<file path="src/rtl/morse_pkg.sv">
// Shared Morse definitions: FSM states, timing multipliers, element encoding
// and the character code table used by both the encoder and the decoder.
package morse_pkg;

    typedef enum logic [1:0] {
        IDLE,
        MARK,
        SPACE,
        STUCKW
    } state_t;

    localparam int DASH_MULT   = 2;
    localparam int LETTER_MULT = 2;
    localparam int WORD_MULT   = 5;
    localparam int STUCK_MULT  = 8;

    localparam logic DOT  = 1'b0;
    localparam logic DASH = 1'b1;

    localparam int LEN_W = 3;
    localparam int PAT_W = 7;

    // Pattern is right-justified in sending order: the first element is the
    // most significant of the len used bits.
    typedef struct packed {
        logic [LEN_W-1:0] len;
        logic [PAT_W-1:0] pat;
        logic [7:0]       ascii;
    } code_t;

    localparam int NUM_CODES = 51;

    localparam code_t CODE_TABLE [NUM_CODES] = '{
        {3'd2, 7'b0000001, 8'h41}, {3'd4, 7'b0001000, 8'h42}, {3'd4, 7'b0001010, 8'h43},
        {3'd3, 7'b0000100, 8'h44}, {3'd1, 7'b0000000, 8'h45}, {3'd4, 7'b0000010, 8'h46},
        {3'd3, 7'b0000110, 8'h47}, {3'd4, 7'b0000000, 8'h48}, {3'd2, 7'b0000000, 8'h49},
        {3'd4, 7'b0000111, 8'h4A}, {3'd3, 7'b0000101, 8'h4B}, {3'd4, 7'b0000100, 8'h4C},
        {3'd2, 7'b0000011, 8'h4D}, {3'd2, 7'b0000010, 8'h4E}, {3'd3, 7'b0000111, 8'h4F},
        {3'd4, 7'b0000110, 8'h50}, {3'd4, 7'b0001101, 8'h51}, {3'd3, 7'b0000010, 8'h52},
        {3'd3, 7'b0000000, 8'h53}, {3'd1, 7'b0000001, 8'h54}, {3'd3, 7'b0000001, 8'h55},
        {3'd4, 7'b0000001, 8'h56}, {3'd3, 7'b0000011, 8'h57}, {3'd4, 7'b0001001, 8'h58},
        {3'd4, 7'b0001011, 8'h59}, {3'd4, 7'b0001100, 8'h5A},
        {3'd5, 7'b0011111, 8'h30}, {3'd5, 7'b0001111, 8'h31}, {3'd5, 7'b0000111, 8'h32},
        {3'd5, 7'b0000011, 8'h33}, {3'd5, 7'b0000001, 8'h34}, {3'd5, 7'b0000000, 8'h35},
        {3'd5, 7'b0010000, 8'h36}, {3'd5, 7'b0011000, 8'h37}, {3'd5, 7'b0011100, 8'h38},
        {3'd5, 7'b0011110, 8'h39},
        {3'd6, 7'b0010101, 8'h2E}, {3'd6, 7'b0110011, 8'h2C}, {3'd6, 7'b0111000, 8'h3A},
        {3'd6, 7'b0101010, 8'h3B}, {3'd5, 7'b0010110, 8'h28}, {3'd6, 7'b0011110, 8'h27},
        {3'd6, 7'b0010010, 8'h22}, {3'd6, 7'b0100001, 8'h2D}, {3'd5, 7'b0010010, 8'h2F},
        {3'd6, 7'b0001101, 8'h5F}, {3'd6, 7'b0001100, 8'h3F}, {3'd6, 7'b0101011, 8'h21},
        {3'd5, 7'b0001010, 8'h2B}, {3'd6, 7'b0011010, 8'h40},
        {3'd6, 7'b0000101, 8'hFF}
    };

endpackage

</file>
<file path="src/rtl/morse_lut.sv">
// Combinational reverse lookup: element count and pattern to ASCII.
module morse_lut
    import morse_pkg::*;
(
    input  logic [LEN_W-1:0] count,
    input  logic [PAT_W-1:0] elems,
    output logic             hit,
    output logic [7:0]       ascii
);

    always_comb begin
        hit   = 1'b0;
        ascii = 8'h00;
        for (int i = 0; i < NUM_CODES; i++) begin
            if (!hit && CODE_TABLE[i].len == count && CODE_TABLE[i].pat == elems) begin
                hit   = 1'b1;
                ascii = CODE_TABLE[i].ascii;
            end
        end
    end

endmodule

</file>
<file path="src/rtl/morse_rx_decoder.sv">
// Morse receiver: times mark/space runs on a synchronised key line, assembles
// dot/dash elements and emits ASCII at letter gaps and 0x20 at word gaps.
module morse_rx_decoder
    import morse_pkg::*;
#(
    parameter int UNIT_CYCLES = 16,
    parameter int MAX_ELEM    = 7
) (
    input  logic       clk,
    input  logic       rst,
    input  logic       key_i,
    output logic [7:0] ascii_o,
    output logic       valid_o,
    output logic       err_o,
    output logic       busy_o,
    output state_t     state_dbg
);

    localparam int CNT_W = $clog2(STUCK_MULT * UNIT_CYCLES) + 1;
    localparam logic [CNT_W-1:0] DASH_MIN   = CNT_W'(DASH_MULT * UNIT_CYCLES);
    localparam logic [CNT_W-1:0] LETTER_GAP = CNT_W'(LETTER_MULT * UNIT_CYCLES);
    localparam logic [CNT_W-1:0] WORD_GAP   = CNT_W'(WORD_MULT * UNIT_CYCLES);
    localparam logic [CNT_W-1:0] STUCK      = CNT_W'(STUCK_MULT * UNIT_CYCLES);
    localparam logic [CNT_W-1:0] GLITCH     = CNT_W'(UNIT_CYCLES / 4);
    localparam logic [LEN_W-1:0] MAX_CNT    = LEN_W'(MAX_ELEM);

    logic             s1, key_s;
    logic             rise, fall;
    logic [CNT_W-1:0] run, gap_base;
    logic             ctx_space;
    state_t           state, state_n;
    logic [PAT_W-1:0] elems;
    logic [LEN_W-1:0] count;
    logic             ovf, word_pending;
    logic             lut_hit;
    logic [7:0]       lut_ascii;
    logic             mark_start, glitch, append, elem, close_sym, word_end, stuck;

    function automatic logic [CNT_W-1:0] sat_sum(input logic [CNT_W-1:0] a,
                                                 input logic [CNT_W-1:0] b);
        logic [CNT_W:0] s;
        s = {1'b0, a} + {1'b0, b} + (CNT_W+1)'(1);
        return (s > {1'b0, STUCK}) ? STUCK : s[CNT_W-1:0];
    endfunction

    // Edges are taken one cycle early (stage 1 vs stage 2) so that every
    // decision and the run clear coincide with the key_s transition itself.
    assign rise = s1 & ~key_s;
    assign fall = ~s1 & key_s;

    morse_lut lut (
        .count (count),
        .elems (elems),
        .hit   (lut_hit),
        .ascii (lut_ascii)
    );

    always_comb begin
        state_n    = state;
        mark_start = 1'b0;
        glitch     = 1'b0;
        append     = 1'b0;
        elem       = DOT;
        close_sym  = 1'b0;
        word_end   = 1'b0;
        stuck      = 1'b0;
        case (state)
            IDLE: begin
                if (rise) begin
                    mark_start = 1'b1;
                    state_n    = MARK;
                end
            end
            MARK: begin
                if (run == STUCK) begin
                    stuck   = 1'b1;
                    state_n = STUCKW;
                end else if (fall) begin
                    if (run < GLITCH) begin
                        glitch  = 1'b1;
                        state_n = ctx_space ? SPACE : IDLE;
                    end else begin
                        append  = 1'b1;
                        elem    = (run >= DASH_MIN) ? DASH : DOT;
                        state_n = SPACE;
                    end
                end
            end
            SPACE: begin
                // Pending state is cleared by the event, so each fires once.
                close_sym = (run >= LETTER_GAP) && (count != '0 || ovf);
                word_end  = (run >= WORD_GAP) && word_pending;
                if (rise) begin
                    mark_start = 1'b1;
                    state_n    = MARK;
                end else if (word_end) begin
                    state_n = IDLE;
                end
            end
            STUCKW: begin
                if (!s1) state_n = IDLE;
            end
        endcase
    end

    always_ff @(posedge clk or posedge rst) begin
        if (rst) begin
            s1           <= 1'b0;
            key_s        <= 1'b0;
            run          <= '0;
            gap_base     <= '0;
            ctx_space    <= 1'b0;
            state        <= IDLE;
            elems        <= '0;
            count        <= '0;
            ovf          <= 1'b0;
            word_pending <= 1'b0;
            ascii_o      <= 8'h00;
            valid_o      <= 1'b0;
            err_o        <= 1'b0;
        end else begin
            s1      <= key_i;
            key_s   <= s1;
            state   <= state_n;
            valid_o <= 1'b0;
            err_o   <= 1'b0;

            // A glitch mark is folded back into the surrounding space run.
            if (glitch)
                run <= sat_sum(gap_base, run);
            else if (rise || fall)
                run <= '0;
            else if (run != STUCK)
                run <= run + CNT_W'(1);

            if (mark_start) begin
                gap_base  <= sat_sum(run, '0);
                ctx_space <= (state == SPACE);
            end

            if (append) begin
                if (count == MAX_CNT) begin
                    ovf <= 1'b1;
                end else begin
                    elems <= {elems[PAT_W-2:0], elem};
                    count <= count + LEN_W'(1);
                end
            end

            if (close_sym) begin
                if (ovf || !lut_hit) begin
                    err_o <= 1'b1;
                end else begin
                    ascii_o <= lut_ascii;
                    valid_o <= 1'b1;
                end
                elems        <= '0;
                count        <= '0;
                ovf          <= 1'b0;
                word_pending <= 1'b1;
            end

            if (word_end) begin
                ascii_o      <= 8'h20;
                valid_o      <= 1'b1;
                word_pending <= 1'b0;
            end

            if (stuck) begin
                err_o        <= 1'b1;
                elems        <= '0;
                count        <= '0;
                ovf          <= 1'b0;
                word_pending <= 1'b0;
            end
        end
    end

    assign busy_o    = (state == MARK) || (state == SPACE && (count != '0 || ovf));
    assign state_dbg = state;

endmodule

</file>
<file path="config.mk">
export PLATFORM = sky130hd
export DESIGN_NAME = morse_rx_decoder
export DESIGN_NICKNAME = d
export VERILOG_FILES = /design/src/rtl/morse_pkg.sv /design/src/rtl/morse_lut.sv /design/src/rtl/morse_rx_decoder.sv
export SDC_FILE = /design/constraint.sdc
export NUM_CORES = 1
export LEC_CHECK = 0
export CORE_MARGIN = 4
export CORE_UTILIZATION = 30
export DETAILED_ROUTE_END_ITERATION = 7
export HOLD_SLACK_MARGIN = 0.12
export PLACE_DENSITY = 0.57
export SLEW_MARGIN = 20
export SYNTH_ARGS = -nofsm -noshare
export SYNTH_HDL_FRONTEND = slang
export SYNTH_SLANG_ARGS = --single-unit
export TNS_END_PERCENT = 1
</file>
<file path="constraint.sdc">
create_clock -name clk -period 3.7 [get_ports clk]
set_clock_uncertainty 0.1 [all_clocks]
set_input_delay 0.37 -clock clk [delete_from_list [all_inputs] [get_ports clk]]
set_output_delay 0.37 -clock clk [all_outputs]
set_load 0.1 [all_outputs]
</file>
# [Word level (Yosys, flattened, before mapping)]
# Index checks and enable logic that the tools add are counted.
[classes] magnitude_cmp=5 n_eq_ne=46 n_bitwise=4 reduce_logical=172 muxes=159 add_sub_neg=5
[ops] op="2-to-1 mux 7 bit" n=54
[ops] op="logical AND 1 bit" n=104
[ops] op="2-to-1 mux 1 bit" n=83
[ops] op="2-to-1 mux 8 bit" n=9
[ops] op="equality test 5 x 7 -> 1 bit (first input constant)" n=9
[ops] op="zero test 1 bit" n=51
[ops] op="equality test 4 x 7 -> 1 bit (first input constant)" n=7
[ops] op="equality test 6 x 7 -> 1 bit (first input constant)" n=5
[ops] op="equality test 3 x 7 -> 1 bit (first input constant)" n=4
[ops] op="greater-than comparator 9 x 8 -> 1 bit (second input constant)" n=2
[ops] op="2-to-1 mux 2 bit" n=8
[ops] op="nonzero test 3 bit" n=5
[ops] op="equality test 2 x 7 -> 1 bit (first input constant)" n=2
[ops] op="2-to-1 mux 3 bit" n=4
[ops] op="adder 8 x 1 -> 9 bit (second input constant)" n=1
[ops] op="adder 8 x 8 -> 9 bit" n=1
[ops] op="adder 9 x 1 -> 9 bit (second input constant)" n=1
[ops] op="equality test 3 bit (first input constant)" n=3
[ops] op="!= test 3 bit (second input constant)" n=3
[ops] op="adder 8 x 1 -> 8 bit (second input constant)" n=1
[ops] op="equality test 8 bit (second input constant)" n=1
[ops] op="greater-or-equal comparator 8 x 6 -> 1 bit (second input constant)" n=1
[ops] op="greater-or-equal comparator 8 x 7 -> 1 bit (second input constant)" n=1
[ops] op="less-than comparator 8 x 3 -> 1 bit (second input constant)" n=1
[ops] op="other kinds (19)" n=30
[totals] input_bits=3 out_inout_bits=13 register_bits=43

# [Logic depth before layout (Yosys ltp)]
[depth] depth_word=208 depth_mapped=13 ltp_nobuf=12

# [By module]
# From an unflattened synthesis, not the netlist that was laid out.
[unflattened] hier_cells=459 area_unflattened_um2=3789.9
[modules_own_cells] mod="morse_rx_decoder" seq_area_each_um2=1076.0 instances=1 area_each_um2=2491.1 cells_each=261
[modules_own_cells] mod="morse_lut" seq_area_each_um2=0.0 instances=1 area_each_um2=1298.7 cells_each=198

# [Least setup slack after synthesis]
# No wires, ideal clock.
[synth_timing] path_type="register to output" from="register state[0] (netlist: state_dbg[0])" to="output busy_o" t_arrival_ns=3.388 path_slack_ns=-0.158 path_stages_with_launch=3 required_ns=3.230 n_path_buf=0 path_cell_list="dfrtp_1 > inv_1 > o21ai_0"
[synth_via] elab_chain_cells=3
[synth_rtl] element="from (decl)" line_no="morse_rx_decoder.sv:31" source="state_t state, state_n;"
[synth_rtl] element="from (signal assigned)" line_no="morse_rx_decoder.sv:124" source="state <= state_n;"
[synth_rtl] element="equality test 2 bit" line_no="morse_rx_decoder.sv:179" source="assign busy_o = (state == MARK) || (state == SPACE && (count != '0 || ovf));"
[synth_rtl] element="logical AND 1 bit" line_no="morse_rx_decoder.sv:179"
[synth_rtl] element="logical OR 1 bit *" line_no="morse_rx_decoder.sv:179"
[synth_rtl] element="to (decl)" line_no="morse_rx_decoder.sv:15" source="output logic busy_o,"
# Mark *: on every way between the ends. The rest lies on a longest branch, timed or not.

# [Final worst setup path]
[layout_timing] from="register count[0]" to="register ascii_o[4]"
[layout_via] elab_chain_cells=207
[layout_rtl] element="from (decl)" line_no="morse_rx_decoder.sv:33" source="logic [LEN_W-1:0] count;"
[layout_rtl] element="from (signal assigned)" line_no="morse_rx_decoder.sv:146" source="count <= count + LEN_W'(1);"
[layout_rtl] element="equality test 2 x 3 -> 1 bit" line_no="morse_lut.sv:15" source="if (!hit && CODE_TABLE[i].len == count && CODE_TABLE[i].pat == elems) begin"
[layout_rtl] element="logical AND 1 bit" line_no="morse_lut.sv:15"
[layout_rtl] element="2-to-1 mux 1 bit" line_no="morse_lut.sv:15"
[layout_rtl] element="zero test 1 bit" line_no="morse_lut.sv:15"
[layout_rtl] element="logical AND 1 bit (2 in series)" line_no="morse_lut.sv:15"
[layout_rtl] element="2-to-1 mux 1 bit" line_no="morse_lut.sv:15"
[layout_rtl] element="zero test 1 bit" line_no="morse_lut.sv:15"
[layout_rtl] element="logical AND 1 bit (2 in series)" line_no="morse_lut.sv:15"
[layout_rtl] element="[188 not listed]"
[layout_rtl] element="2-to-1 mux 1 bit" line_no="morse_lut.sv:15"
[layout_rtl] element="zero test 1 bit" line_no="morse_lut.sv:15"
[layout_rtl] element="logical AND 1 bit (2 in series)" line_no="morse_lut.sv:15"
[layout_rtl] element="2-to-1 mux 1 bit" line_no="morse_lut.sv:15"
[layout_rtl] element="zero test 1 bit" line_no="morse_rx_decoder.sv:151" source="if (ovf || !lut_hit) begin"
[layout_rtl] element="logical OR 1 bit" line_no="morse_rx_decoder.sv:151"
[layout_rtl] element="!= test 2 bit (no source line)"
[layout_rtl] element="AND reduction 2 bit (no source line)"
[layout_rtl] element="to (signal assigned)" line_no="morse_rx_decoder.sv:154" source="ascii_o <= lut_ascii;"
[layout_rtl] element="to (decl)" line_no="morse_rx_decoder.sv:12" source="output logic [7:0] ascii_o,"
# Parallel ways exist; a longest one is shown, timed or not. The select of a mux whose other input is x is not followed.
# A chain may end at the register's enable or synchronous reset.

==> impl_metrics.py <==
metrics = {
    "critical_path": {
        "critPathMaxFanout": 8,
        "critPathMostFrequentCell": "o32ai_1",
        "slowest_delay_ns": 0.53,
        "critPathKind": "flip-flop to flip-flop",
        "slowest_stage": "or4_1",
        "cp-end-kind": "flip-flop",
        "worst_ep_required_time_ns": 3.79,
        "crit_chain": "inv_1 -> ha_1 -> nand4bb_1 -> nand2b_1 -> o32ai_1 -> nor3_2 -> nand3_1 -> o32ai_1 -> or4_1 -> o221a_1",
        "worst_ep_arrival_time_ns": 3.46,
        "start_kind": "flip-flop",
    },
    "yosys": {
        "yosys_warnings": 0,
        "ys.flop_type": "dfrtp_1",
        "synth_edf_count": 0,
        "syn_inst": 479,
        "async_flop_share_pct": 100,
        "avgSynthCellArea_um2": 7.80,
        "ys_ff_latch": 43,
        "ys_seq_area_share_pct": 28.8,
        "syn-num-nets": 502,
        "ys_types": 67,
        "syn_area_um2": 3730,
    },
    "sta": {
        "holdWs_ns": 0.360,
        "slew_violations": 0,
        "grt_setup_unrepaired": "false",
        "setup_viol_count_final": 0,
        "worst_pin_slew_ns": 0.987,
        "tns_ns": 0,
        "hold_viol_final": 0,
        "max_freq_mhz": 297,
        "fin_crit_ns": 3.37,
        "period_share_pct": 91.0,
        "max_slew_margin_pct": 34.0,
    },
    "power": {
        "p_int_mw": 1.55,
        "switchingPower_mw": 1.54,
        "p_seq_share_pct": 23.6,
        "power_density_nw_per_um2": 725,
        "sw_frac_of_total_pct": 49.7,
        "combPwrFrac_pct": 56.9,
        "vdd_ir_drop_max_v": 0.000287,
        "clockPowerShare_pct": 19.5,
        "p_leak_nw": 1.80,
    },
    "clock_network": {
        "holdBufCountCts": 0,
        "root_buffer": "clkbuf_16",
        "clk_pin_slew_ns": 0.07,
        "htreeDepth": 2,
        "ctsLongestPathBuffers": 2,
        "clkSinkCount": 43,
        "post_cts.repair.setup_buffers": 0,
        "cts_buffers": 5,
        "ctsResizeCount": 0,
        "clk_latency_ns": 0.30,
        "cts_tree": "done",
    },
    "drt": {
        "post_drt_wl_per_cell_um": 17.5,
        "detail_route.first_pass.iterations": 5,
        "detail-route-antenna-nets": 0,
        "drtIter0Drc": 453,
        "vias": 3774,
        "drc": 0,
        "viasPerCell": 5.78,
        "wirelength_um": 11400,
    },
    "place": {
        "gp_congestion": 0.995,
        "port-buffer-count": 15,
        "dp_hpwl_um": 8570,
    },
    "die": {
        "die_h_um": 120,
        "die_x_um": 120,
        "die-area_um2": 14300,
        "row_count": 40,
        "io-pin-count": 16,
        "coreArea_um2": 12100,
        "start_util_pct": 30.8,
    },
    "final_layout": {
        "diodes": 0,
        "syn2layout_area_growth_pct": 14.1,
        "final_common_cell": "nor2_1",
        "final_layout_size_suffix_gt1_share_pct": 6.80,
        "nNetsFinal": 507,
        "layout_common_cells": "58 x nor2_1, 44 x nand2_1, 43 x dfrtp_1",
    },
    "job": {
        "cap_violations": 0,
    },
    "global_routing": {
        "grt_max_degree": 44,
        "track_usage_pct": 16.1,
        "antenna_found_initial": 0,
        "grt_first_pass_wirelength_um": 19000,
        "grt_overflow": 0,
        "grt_pass1_vias": 3590,
    },
    "worst_hold_path": {
        "hold_class": "flip-flop to flip-flop",
    },
    "status": {
        "status": "completed",
    },
}
==> state kept, by name, summed over array words and instances (netlist names) <==
register      flops
ovf               1
ctx_space         1
run               8
s1                1
err_o             1
elems             7
ascii_o           8
key_s             1
count             3
valid_o           1
gap_base          8
state_dbg         2
word_pending      1
==> power groups by stage <==
| stage | logic (mW) | registers (mW) | clock network [mW] |
|---|---|---|---|
| 6_report | 1.76 | 0.730 | 0.602 |
| 5_1_grt | 1.92 | 0.752 | 0.635 |
| 4_1_cts | 1.74 | 0.728 | 0.613 |
| 3_5_place_dp | 1.73 | 0.738 | 0 |
| 3_3_place_gp | 1.73 | 0.733 | 0 |
| 2_1_floorplan | 1.07 | 0.928 | 0 |
==> metrics by stage <==
step | total power, mW | area [um^2] | utilization, % | instances | setup WS [ns]
floorplan | 2.00 | 3730 | - | 479 | 0.598
global placement | 2.47 | 4060 | 33.5 | 645 | 0.368
detailed placement | 2.46 | 4060 | 33.5 | 645 | 0.324
CTS | 3.08 | 4260 | 35.2 | 653 | 0.319
global route | 3.30 | 4260 | 35.2 | 653 | 0.0683
finish | 3.09 | 4260 | 35.2 | 653 | 0.331
==> final timing paths <==
kind / startpoint / endpoint / slack, ns / cells past startpoint
setup / recovery: count[0] / ascii_o[4] / 0.33 / 10
hold / removal: s1 / key_s / 0.36 / 0
setup reg to reg: count[0] / ascii_o[4] / 0.33 / 10
hold reg to reg: s1 / key_s / 0.36 / 0
max in group asynchronous: rst / elems[1] / 2.43 / 2
min in group asynchronous: rst / gap_base[4] / 0.49 / 2
==> cells in the mapped netlist (all sizes together) (4+ instances only) <==
cell type	number	area [um^2]
nand4b	5	43.8
nand2	45	171
a31oi	7	43.8
and2	7	43.8
a32oi	5	43.8
a21oi	28	140
or3	5	36.3
and3	11	68.8
nor3	18	95.1
clkbuf	15	56.3
dfrtp	43	1080
nor2b	12	77.6
nand3	23	120
inv	20	75.1
o31ai	8	60.1
mux2i	5	50.1
o21ai	24	120
nor2	58	218
nand2b	7	43.8
or4	5	37.5
ha	19	238
a211oi	4	30.0
o21a	5	37.5
xnor2	9	78.8
o31a	4	35.0
o22ai	8	50.1
nand4	6	43.8
nor4	4	31.3
xor2	4	35.0
buf	15	71.3
o32ai	4	35.0
==> worst max-delay path, delay by kind of cell (launching register included) <==
| family | cells | cell delay [ns] |
|---|---|---|
| buffers and inverters | 1 | 0.10 |
| AOI/OAI and AO/OA | 3 | 0.75 |
| and+or+nand+nor | 5 | 1.59 |
| DFF | 1 | 0.42 |
| adders and majority gates | 1 | 0.29 |
==> cell families (layout without fill, tap and decap cells) <==
group	count (synthesis)	count (layout)	share of synthesized area, %
AND/OR/NAND/NOR	217	217	30.4
AO/OA/AOI/OAI	130	130	24.0
buffers and inverters	51	57	5.53
flip-flops	43	43	28.8
adder cells (fa/ha/maj)	20	20	6.90
XOR/XNOR	13	13	3.05
multiplexers	5	5	1.34
==> cell type report <==
| cell class | count | area [um^2] |
|---|---|---|
| multi-input combinational | 385 | 2450 |
| tap | 168 | 210 |
| inverter | 21 | 78.8 |
| clock buffer | 5 | 125 |
| sequential | 43 | 1080 |
| clock inverter | 3 | 71.3 |
| fill | 1264 | 7850 |
| timing repair buffer | 28 | 245 |
==> per-layer routing <==
| metal | share of wire (%) | global-route usage (%) | vias up |
|---|---|---|---|
| li1 | - | - | 1775 |
| met1 | 46 | 22.6 | 1782 |
| met2 | 43 | 23.7 | 176 |
| met3 | 7.3 | 3.02 | 41 |
| met4 | 3.8 | 7.52 | 0 |
| met5 | 0 | 0 | - |
Power figures use the tool's default switching activity.
